$ cat config.mk
export PLATFORM = sky130hd
export DESIGN_NAME = comp_sar
export DESIGN_NICKNAME = d
export VERILOG_FILES = /design/src/rtl/comp_sar_pkg.sv /design/src/rtl/comp_sar.sv
export SDC_FILE = /design/constraint.sdc
export NUM_CORES = 1
export LEC_CHECK = 0
export ABC_CLOCK_PERIOD_IN_PS = 2000
export BUFFER_PORTS_ARGS = -buffer_cell sky130_fd_sc_hd__buf_4
export CORE_ASPECT_RATIO = 1.25
export CORE_MARGIN = 2
export CORE_UTILIZATION = 49
export CTS_CLUSTER_DIAMETER = 30
export DETAILED_ROUTE_END_ITERATION = 10
export PLACE_DENSITY = 0.74
export SYNTH_ARGS = -nofsm -noshare
export SYNTH_HDL_FRONTEND = slang
export SYNTH_SLANG_ARGS = --single-unit
$ cat constraint.sdc
create_clock -name clk -period 2 [get_ports clk]
set_input_delay 0.2 -clock clk [delete_from_list [all_inputs] [get_ports clk]]
set_output_delay 0.2 -clock clk [all_outputs]
set_load 0.03 [all_outputs]
$ cat src/rtl/comp_sar_pkg.sv
// rtl/comp_sar_pkg.sv - shared types and midpoint helper for the SAR searcher
package comp_sar_pkg;

  typedef enum logic {
    IDLE = 1'b0,
    EVAL = 1'b1
  } state_t;

  // Midpoint of an inclusive range [l, h]; callers guarantee l <= h so the
  // subtraction never wraps and the sum never exceeds h.
  function automatic logic [31:0] mid_point(input logic [31:0] l, input logic [31:0] h);
    return l + ((h - l) >> 1);
  endfunction

endpackage

$ cat src/rtl/comp_sar.sv
// rtl/comp_sar.sv - successive-approximation searcher driving an external comparator
module comp_sar
  import comp_sar_pkg::*;
#(
  parameter int W  = 2,
  parameter int CW = $clog2(W + 2)
) (
  input  logic          clk,
  input  logic          rst,
  input  logic          start,
  input  logic [W-1:0]  range_lo,
  input  logic [W-1:0]  range_hi,
  input  logic          cmp_gt,
  input  logic          cmp_lt,
  input  logic          cmp_eq,
  output logic [W-1:0]  probe,
  output logic          busy,
  output logic          done,
  output logic [W-1:0]  result,
  output logic          found,
  output logic          err,
  output logic [CW-1:0] iter
);

  state_t       state;
  logic [W-1:0] lo;
  logic [W-1:0] hi;
  logic         flags_ok;

  // Comparator flags are trusted only when exactly one is asserted.
  always_comb begin
    flags_ok = $onehot({cmp_gt, cmp_lt, cmp_eq});
  end

  // Search FSM: latches the range on start, then narrows [lo, hi] one probe per cycle.
  always_ff @(posedge clk) begin
    if (rst) begin
      state  <= IDLE;
      lo     <= '0;
      hi     <= '0;
      probe  <= '0;
      result <= '0;
      iter   <= '0;
      busy   <= 1'b0;
      done   <= 1'b0;
      found  <= 1'b0;
      err    <= 1'b0;
    end else begin
      done <= 1'b0;
      case (state)
        IDLE: begin
          if (start) begin
            found <= 1'b0;
            err   <= 1'b0;
            iter  <= '0;
            if (range_lo > range_hi) begin
              // Empty range: report not-found immediately, no probe issued.
              done <= 1'b1;
            end else begin
              lo    <= range_lo;
              hi    <= range_hi;
              probe <= W'(mid_point(32'(range_lo), 32'(range_hi)));
              busy  <= 1'b1;
              state <= EVAL;
            end
          end
        end

        EVAL: begin
          iter <= iter + CW'(1);
          if (!flags_ok) begin
            err   <= 1'b1;
            done  <= 1'b1;
            busy  <= 1'b0;
            state <= IDLE;
          end else if (cmp_eq) begin
            result <= probe;
            found  <= 1'b1;
            done   <= 1'b1;
            busy   <= 1'b0;
            state  <= IDLE;
          end else if (cmp_gt) begin
            // Guard on probe==hi keeps probe+1 from wrapping past the top.
            if (probe == hi) begin
              done  <= 1'b1;
              busy  <= 1'b0;
              state <= IDLE;
            end else begin
              lo    <= probe + W'(1);
              probe <= W'(mid_point(32'(probe + W'(1)), 32'(hi)));
            end
          end else begin
            // Guard on probe==lo keeps probe-1 from wrapping below zero.
            if (probe == lo) begin
              done  <= 1'b1;
              busy  <= 1'b0;
              state <= IDLE;
            end else begin
              hi    <= probe - W'(1);
              probe <= W'(mid_point(32'(lo), 32'(probe - W'(1))));
            end
          end
        end

        default: state <= IDLE;
      endcase
    end
  end

endmodule

==> impl_metrics.yaml, run 1 <==
layout:
  area_delta_synth_final_pct: 30.30
  fin_cells: 183
  antennaDiodeCount: 0
  fin_area_sq_mm: 0.001453
  layout-drive-gt1-share: 0.3487
  utilization: 0.6642
  final_net_count: 176
route:
  wl_met1_um: 1089
  wl_met2_um: 1270
  wl_um: 2452
  drt_iter0_drc: 12
  dr_wl_met3_um: 55
  first_pass_iters: 4
  drc: 0
  dr_total_vias: 927
  highest_layer: "met4"
  drtAntennaViolNets: 0
  wl_per_cell_um: 13.40
  vias_per_cell: 5.066
worst_hold_path:
  hp-class: "in2reg"
floorplan:
  num_io_pins: 20
  fp-row-count: 19
  die_h_um: 57.33
  die_area_sq_mm: 0.002675
  coreArea_sq_mm: 0.002187
  start_util: 0.5097
  die-width_um: 46.66
run_status:
  violations: "negative setup slack"
  outcome: "finished, violations left"
timing:
  fin_crit_sh: 1.011
  fmax_mhz: 494.5
  slew_headroom: 0.7355
  finalHoldViolCount: 0
  finalSetupTns_ns: -0.02215
  skew_ns: 0.002694
  slew_viol_final: 0
  rsz0062_at_grt: "yes"
  worst_slew_pin_slew_ns: 0.3962
  setup_viol: 1
  fin_ws_ns: -0.02215
  finalCriticalPeriod_ns: 2.022
pwr:
  p_per_area_mw_per_mm2: 680.1
  leakage_nw: 0.6391
  ir_drop_v: 0.0005662
  p_total_mw: 0.9880
setup_path:
  critPathTopFamily: "adder cells"
  path_max_fanout: 5
  critPathArrivalTime_ns: 2.22
  path_class: "reg2reg"
  crit_path_end_kind: "flop"
  crit_buf_inv: 2
  critPathLaunchType: "flop"
  required_ns: 2.20
  path_common_cell: "ha_4"
  max_stage_delay_ns: 0.52
  slowest_stage: "fa_1"
  cp_cell_sequence: "inv_4, ha_4, fa_1, inv_2, ha_4, xor2_4, xnor2_2, mux2i_1, o221ai_1"
global_routing:
  grt_pass1_wl_um: 4036
  antenna_found_initial: 0
  grt_usage: 0.2085
  grt_max_degree: 20
  overflow: 0
  grt_pass1_vias: 896
run:
  cap_violations: 0
clocking:
  cts_tree: "done"
  path_clk_slew_ns: 0.09
  cts.sinks: 15
  numCtsBuffers: 3
  cts_root_buf: "clkbuf_4"
  ctsHtreeMaxLevel: 1
  ctsHoldBuffers: 0
  worstSkewPairLatency_ns: 0.29
  cts_buffer_depth: 2
yosys:
  synth_top_area_frac: 0.2694
  ys.flop_type: "dfxtp_1"
  synthTopCellsByCount: "15 x dfxtp_1, 13 x a21oi_1, 12 x inv_1, 9 x ha_1, 9 x nor2_1"
  synth_edf_count: 0
  avgSynthCellArea_sq_um: 9.064
  synth.ff_latch_count: 15
  synth_area_sq_mm: 0.001115
  synthDominantAreaCellType: "dfxtp_1"
  yosysMostFrequentCell: "dfxtp_1"
  synthCells: 123
  synth.area.top_cells: "dfxtp_1 27%, ha_1 10%, fa_1 7.2%"
  synth-seq-area-share: 0.2694
  yosys.cell_types.count: 37
  synth_fp_nets: 146
  ys_async_sr_fraction: 0
  synth-warning-count: 0
placement:
  dpl.cell_count: 176
  hpwl_um: 1909
  routabilityCongestion: 0.8008
  io_buffers: 19
  placed_area_sq_mm: 0.001358
## through the flow
step	hold slack [ns]	setup slack, ns
CTS	0.2128	-0.01736
global route	0.2164	-0.1087
global placement	0.4444	-0.03670
detailed placement	0.4494	-0.09530
finish	0.2075	-0.02215
floorplan	0.3621	0.003579
## path summary, 6_finish.rpt
check / from / end / slack [ns] / cells past startpoint
hold / removal: rst / probe[0] / 0.21 / 2
setup / recovery: probe[0] / probe[1] / -0.02 / 9
hold reg to reg: found / found / 0.46 / 2
setup reg to reg: probe[0] / probe[1] / -0.02 / 9
## repair_timing
action	4_1_cts	5_1_grt
hold endpoints to repair	0	0
buffers inserted	2	1
pin swaps	6	2
resized for setup	5	3
endpoints found under the setup margin	2	2
## state kept, by name, summed over array words and instances (netlist names)
name and flops:
hi 2, done 1, lo 2, busy 1, iter 2, result 2
err 1, found 1, state 1, probe 2
## metal layers
metal	track usage	vias to the layer above
met2	0.3492	12
li1	-	481
met3	0.02215	4
met1	0.2659	430
met5	0	-
met4	0.08333	0
## placed cells by master (no fill, tap or decap), drive strengths merged, types with 2 or more instances in the layout
| cell type | instances |
|---|---|
| a211oi | 2 |
| o21ai | 5 |
| nand2 | 6 |
| nor2 | 9 |
| mux2 | 2 |
| xor2 | 2 |
| dfxtp | 15 |
| mux2i | 4 |
| buf | 29 |
| a21oi | 14 |
| fa | 4 |
| nand3 | 2 |
| ha | 9 |
| nand3b | 5 |
| nand2b | 6 |
| inv | 12 |
| and2 | 2 |
| clkbuf | 3 |
| xnor2 | 6 |
## logic make-up (layout without fill, tap and decap cells)
group,count (synthesis),after routing,share of synthesized area
compound gates,29,29,0.1762
fa+ha+maj,13,13,0.1728
buf+inv,16,45,0.06172
flops,15,15,0.2694
mux,6,6,0.05612
xor+xnor,8,8,0.06285
simple gates,36,36,0.2009
## where the power goes
part / leakage (nW) / internal [mW] / switching (mW)
clock: 0.0177 / 0.0744 / 0.104
combinational: 0.497 / 0.242 / 0.228
sequential: 0.124 / 0.319 / 0.0205
total: 0.639 / 0.636 / 0.352
## cell type report
| type | count | area, sq um |
|---|---|---|
| Clock buffer | 3 | 22.52 |
| Clock inverter | 1 | 5.005 |
| Fill cell | 205 | 734.5 |
| Inverter | 12 | 47.55 |
| Multi-Input combinational cell | 92 | 813.3 |
| Sequential cell | 15 | 307.8 |
| Tap cell | 31 | 38.79 |
| Timing Repair Buffer | 29 | 217.7 |
## worst reg2reg max path, delay by kind of cell (launching register included)
family          cells  cell delay (ns)
compound gates      1             0.20
xor+xnor            2             0.32
fa+ha+maj           3             0.83
buf+inv             2             0.10
flops               1             0.40
mux                 1             0.09
No activity file was read; power rests on OpenSTA's default activity.
==> run 2, diff against run 1 <==
--- a/config.mk
+++ b/config.mk
@@ -5,14 +5,16 @@
 export SDC_FILE = /design/constraint.sdc
 export NUM_CORES = 1
 export LEC_CHECK = 0
+export ABC_AREA = 1
 export ABC_CLOCK_PERIOD_IN_PS = 2000
 export BUFFER_PORTS_ARGS = -buffer_cell sky130_fd_sc_hd__buf_4
+export CAP_MARGIN = 20
 export CORE_ASPECT_RATIO = 1.25
 export CORE_MARGIN = 2
-export CORE_UTILIZATION = 49
+export CORE_UTILIZATION = 50
 export CTS_CLUSTER_DIAMETER = 30
 export DETAILED_ROUTE_END_ITERATION = 10
-export PLACE_DENSITY = 0.74
+export PLACE_DENSITY = 0.75
 export SYNTH_ARGS = -nofsm -noshare
 export SYNTH_HDL_FRONTEND = slang
 export SYNTH_SLANG_ARGS = --single-unit
==> impl_metrics.yaml, run 2 <==
run_status:
  outcome: "finished, final reports clean"
layout:
  final_cell_mix: "48 x nand2_1, 29 x inv_1, 23 x buf_4, 21 x nor2_1, 13 x dfxtp_1"
  antennaDiodeCount: 0
  area_delta_synth_final_pct: 24.12
  final_net_count: 225
  layout-drive-gt1-share: 0.2537
  fin_area_sq_mm: 0.001461
  final_common_cell: "nand2_1"
run:
  cap_violations: 0
yosys:
  synth-warning-count: 0
  synth.ff_latch_count: 15
  yosysMostFrequentCell: "nand2_1"
  synth_top_area_frac: 0.2550
  ys.flop_type: "dfxtp_1"
  synth-seq-area-share: 0.2550
  synthDominantAreaCellType: "dfxtp_1"
  synth_fp_nets: 199
  synth_area_sq_mm: 0.001177
  synth_edf_count: 0
  ys_async_sr_fraction: 0
  synthCells: 176
  synth.area.top_cells: "dfxtp_1 26%, nand2_1 15%, inv_1 9.9%"
  yosys.cell_types.count: 28
  avgSynthCellArea_sq_um: 6.690
  synthTopCellsByCount: "48 x nand2_1, 31 x inv_1, 21 x nor2_1, 15 x dfxtp_1, 10 x nand3_1"
timing:
  finalCriticalPeriod_ns: 1.940
  fin_crit_sh: 0.9700
  setup_viol: 0
  worst_slew_pin_slew_ns: 0.3568
  finalHoldViolCount: 0
  hold_slack_ns: 0.07352
  slew_headroom: 0.7619
  skew_ns: 0.002875
  rsz0062_at_grt: "yes"
  slew_viol_final: 0
  fin_ws_ns: 0.05991
  fmax_mhz: 515.4
route:
  wl_per_cell_um: 10.93
  vias_per_cell: 4.784
  wl_um: 2536
  dr_total_vias: 1110
  drc: 0
  drt_iter0_drc: 22
  drtAntennaViolNets: 0
  first_pass_iters: 4
setup_path:
  critPathArrivalTime_ns: 2.16
  crit_path_end_kind: "flop"
  ff2ff_setup_slack_ns: 0.06
  required_ns: 2.22
  path_class: "reg2reg"
  critPathLaunchType: "flop"
  path_max_fanout: 3
floorplan:
  die_area_sq_mm: 0.002761
  die_h_um: 58.26
  fp-row-count: 19
  coreArea_sq_mm: 0.002211
  die-width_um: 47.40
  num_io_pins: 20
  start_util: 0.5325
global_routing:
  overflow: 0
  grt_pass1_wl_um: 4243
  grt_usage: 0.2122
  grt_max_degree: 13
  grt_pass1_vias: 1085
  antenna_found_initial: 0
clocking:
  cts_root_buf: "clkbuf_4"
  cts_buffer_depth: 2
  cts_tree: "done"
  worstSkewPairLatency_ns: 0.29
  cts.sinks: 15
  numCtsBuffers: 3
  ctsHtreeMaxLevel: 1
  path_clk_slew_ns: 0.09
placement:
  routabilityCongestion: 0.8347
  io_buffers: 19
  hpwl_um: 2066
  dpl_worst_slack_ns: -0.05195
  placed_area_sq_mm: 0.001376
pwr:
  p_total_mw: 1.244
  ir_drop_v: 0.0005929
  p_per_area_mw_per_mm2: 851.0
  leakage_nw: 0.7706
worst_hold_path:
  hp-class: "in2reg"
==> run 2: timing repair <==
item                                    4_1_cts  5_1_grt
gates resized for setup                       2       10
pin swaps                                     0       10
hold buffers                                  0        0
endpoints found under the setup margin        1        2
gates cloned                                  0        0
setup buffers                                 1        0
==> run 2: final timing paths <==
check	from	endpoint	cells after the start
worst max-delay path	probe[1]	probe[1]	11
worst min-delay path	rst	state	2
worst max register to register	probe[1]	probe[1]	11
worst min register to register	hi[0]	hi[0]	2
==> run 2: layer usage <==
layer | vias to the layer above | global-route usage | share of wire | routed length, um
li1 | 588 | - | - | -
met1 | 496 | 0.2222 | 0.41 | 1048
met2 | 21 | 0.4035 | 0.54 | 1378
met3 | 5 | 0.01869 | 0.024 | 61
met4 | 0 | 0.08333 | 0.019 | 47
met5 | - | 0 | 0 | 0
==> run 2: logic make-up (layout without fill, tap and decap cells) <==
family / Yosys count / count (layout) / synth area share
xor+xnor: 1 / 1 / 0.007440
fa+ha+maj: 13 / 13 / 0.1637
compound gates: 15 / 15 / 0.07013
buf+inv: 39 / 64 / 0.1339
simple gates: 93 / 93 / 0.3698
flops: 15 / 15 / 0.2550
==> run 2: layout make-up <==
class	count	area (sq um)
clock buffers	4	26.28
fillers	208	749.5
inverters	36	137.6
multi-input cells	122	767.0
flip-flops and latches	15	307.8
well taps	31	38.79
repair buffers	24	183.9
==> run 2: where the power goes <==
group / switching, mW / internal [mW] / total, mW
Combinational: 0.404 / 0.299 / 0.703
Clock: 0.0993 / 0.0775 / 0.177
Sequential: 0.0287 / 0.335 / 0.363
==> run 2: per-stage QoR <==
step / utilization / setup TNS, ns / instances
2_1_floorplan: - / 0 / 176
6_report: 0.6610 / 0 / 232
3_5_place_dp: 0.6225 / -0.05195 / 227
4_1_cts: 0.6446 / 0 / 232
3_3_place_gp: 0.6225 / 0 / 227
5_1_grt: 0.6610 / -0.01580 / 232
==> run 2: critical path, cell delays in order (launching register included) <==
cell,delay (ns)
dfxtp_4,0.36
ha_4,0.24
fa_1,0.51
inv_2,0.05
ha_4,0.17
xnor2_2,0.14
nand2_1,0.08
nand3_1,0.08
nand3_1,0.06
nand2_1,0.08
inv_2,0.03
nor2_1,0.08
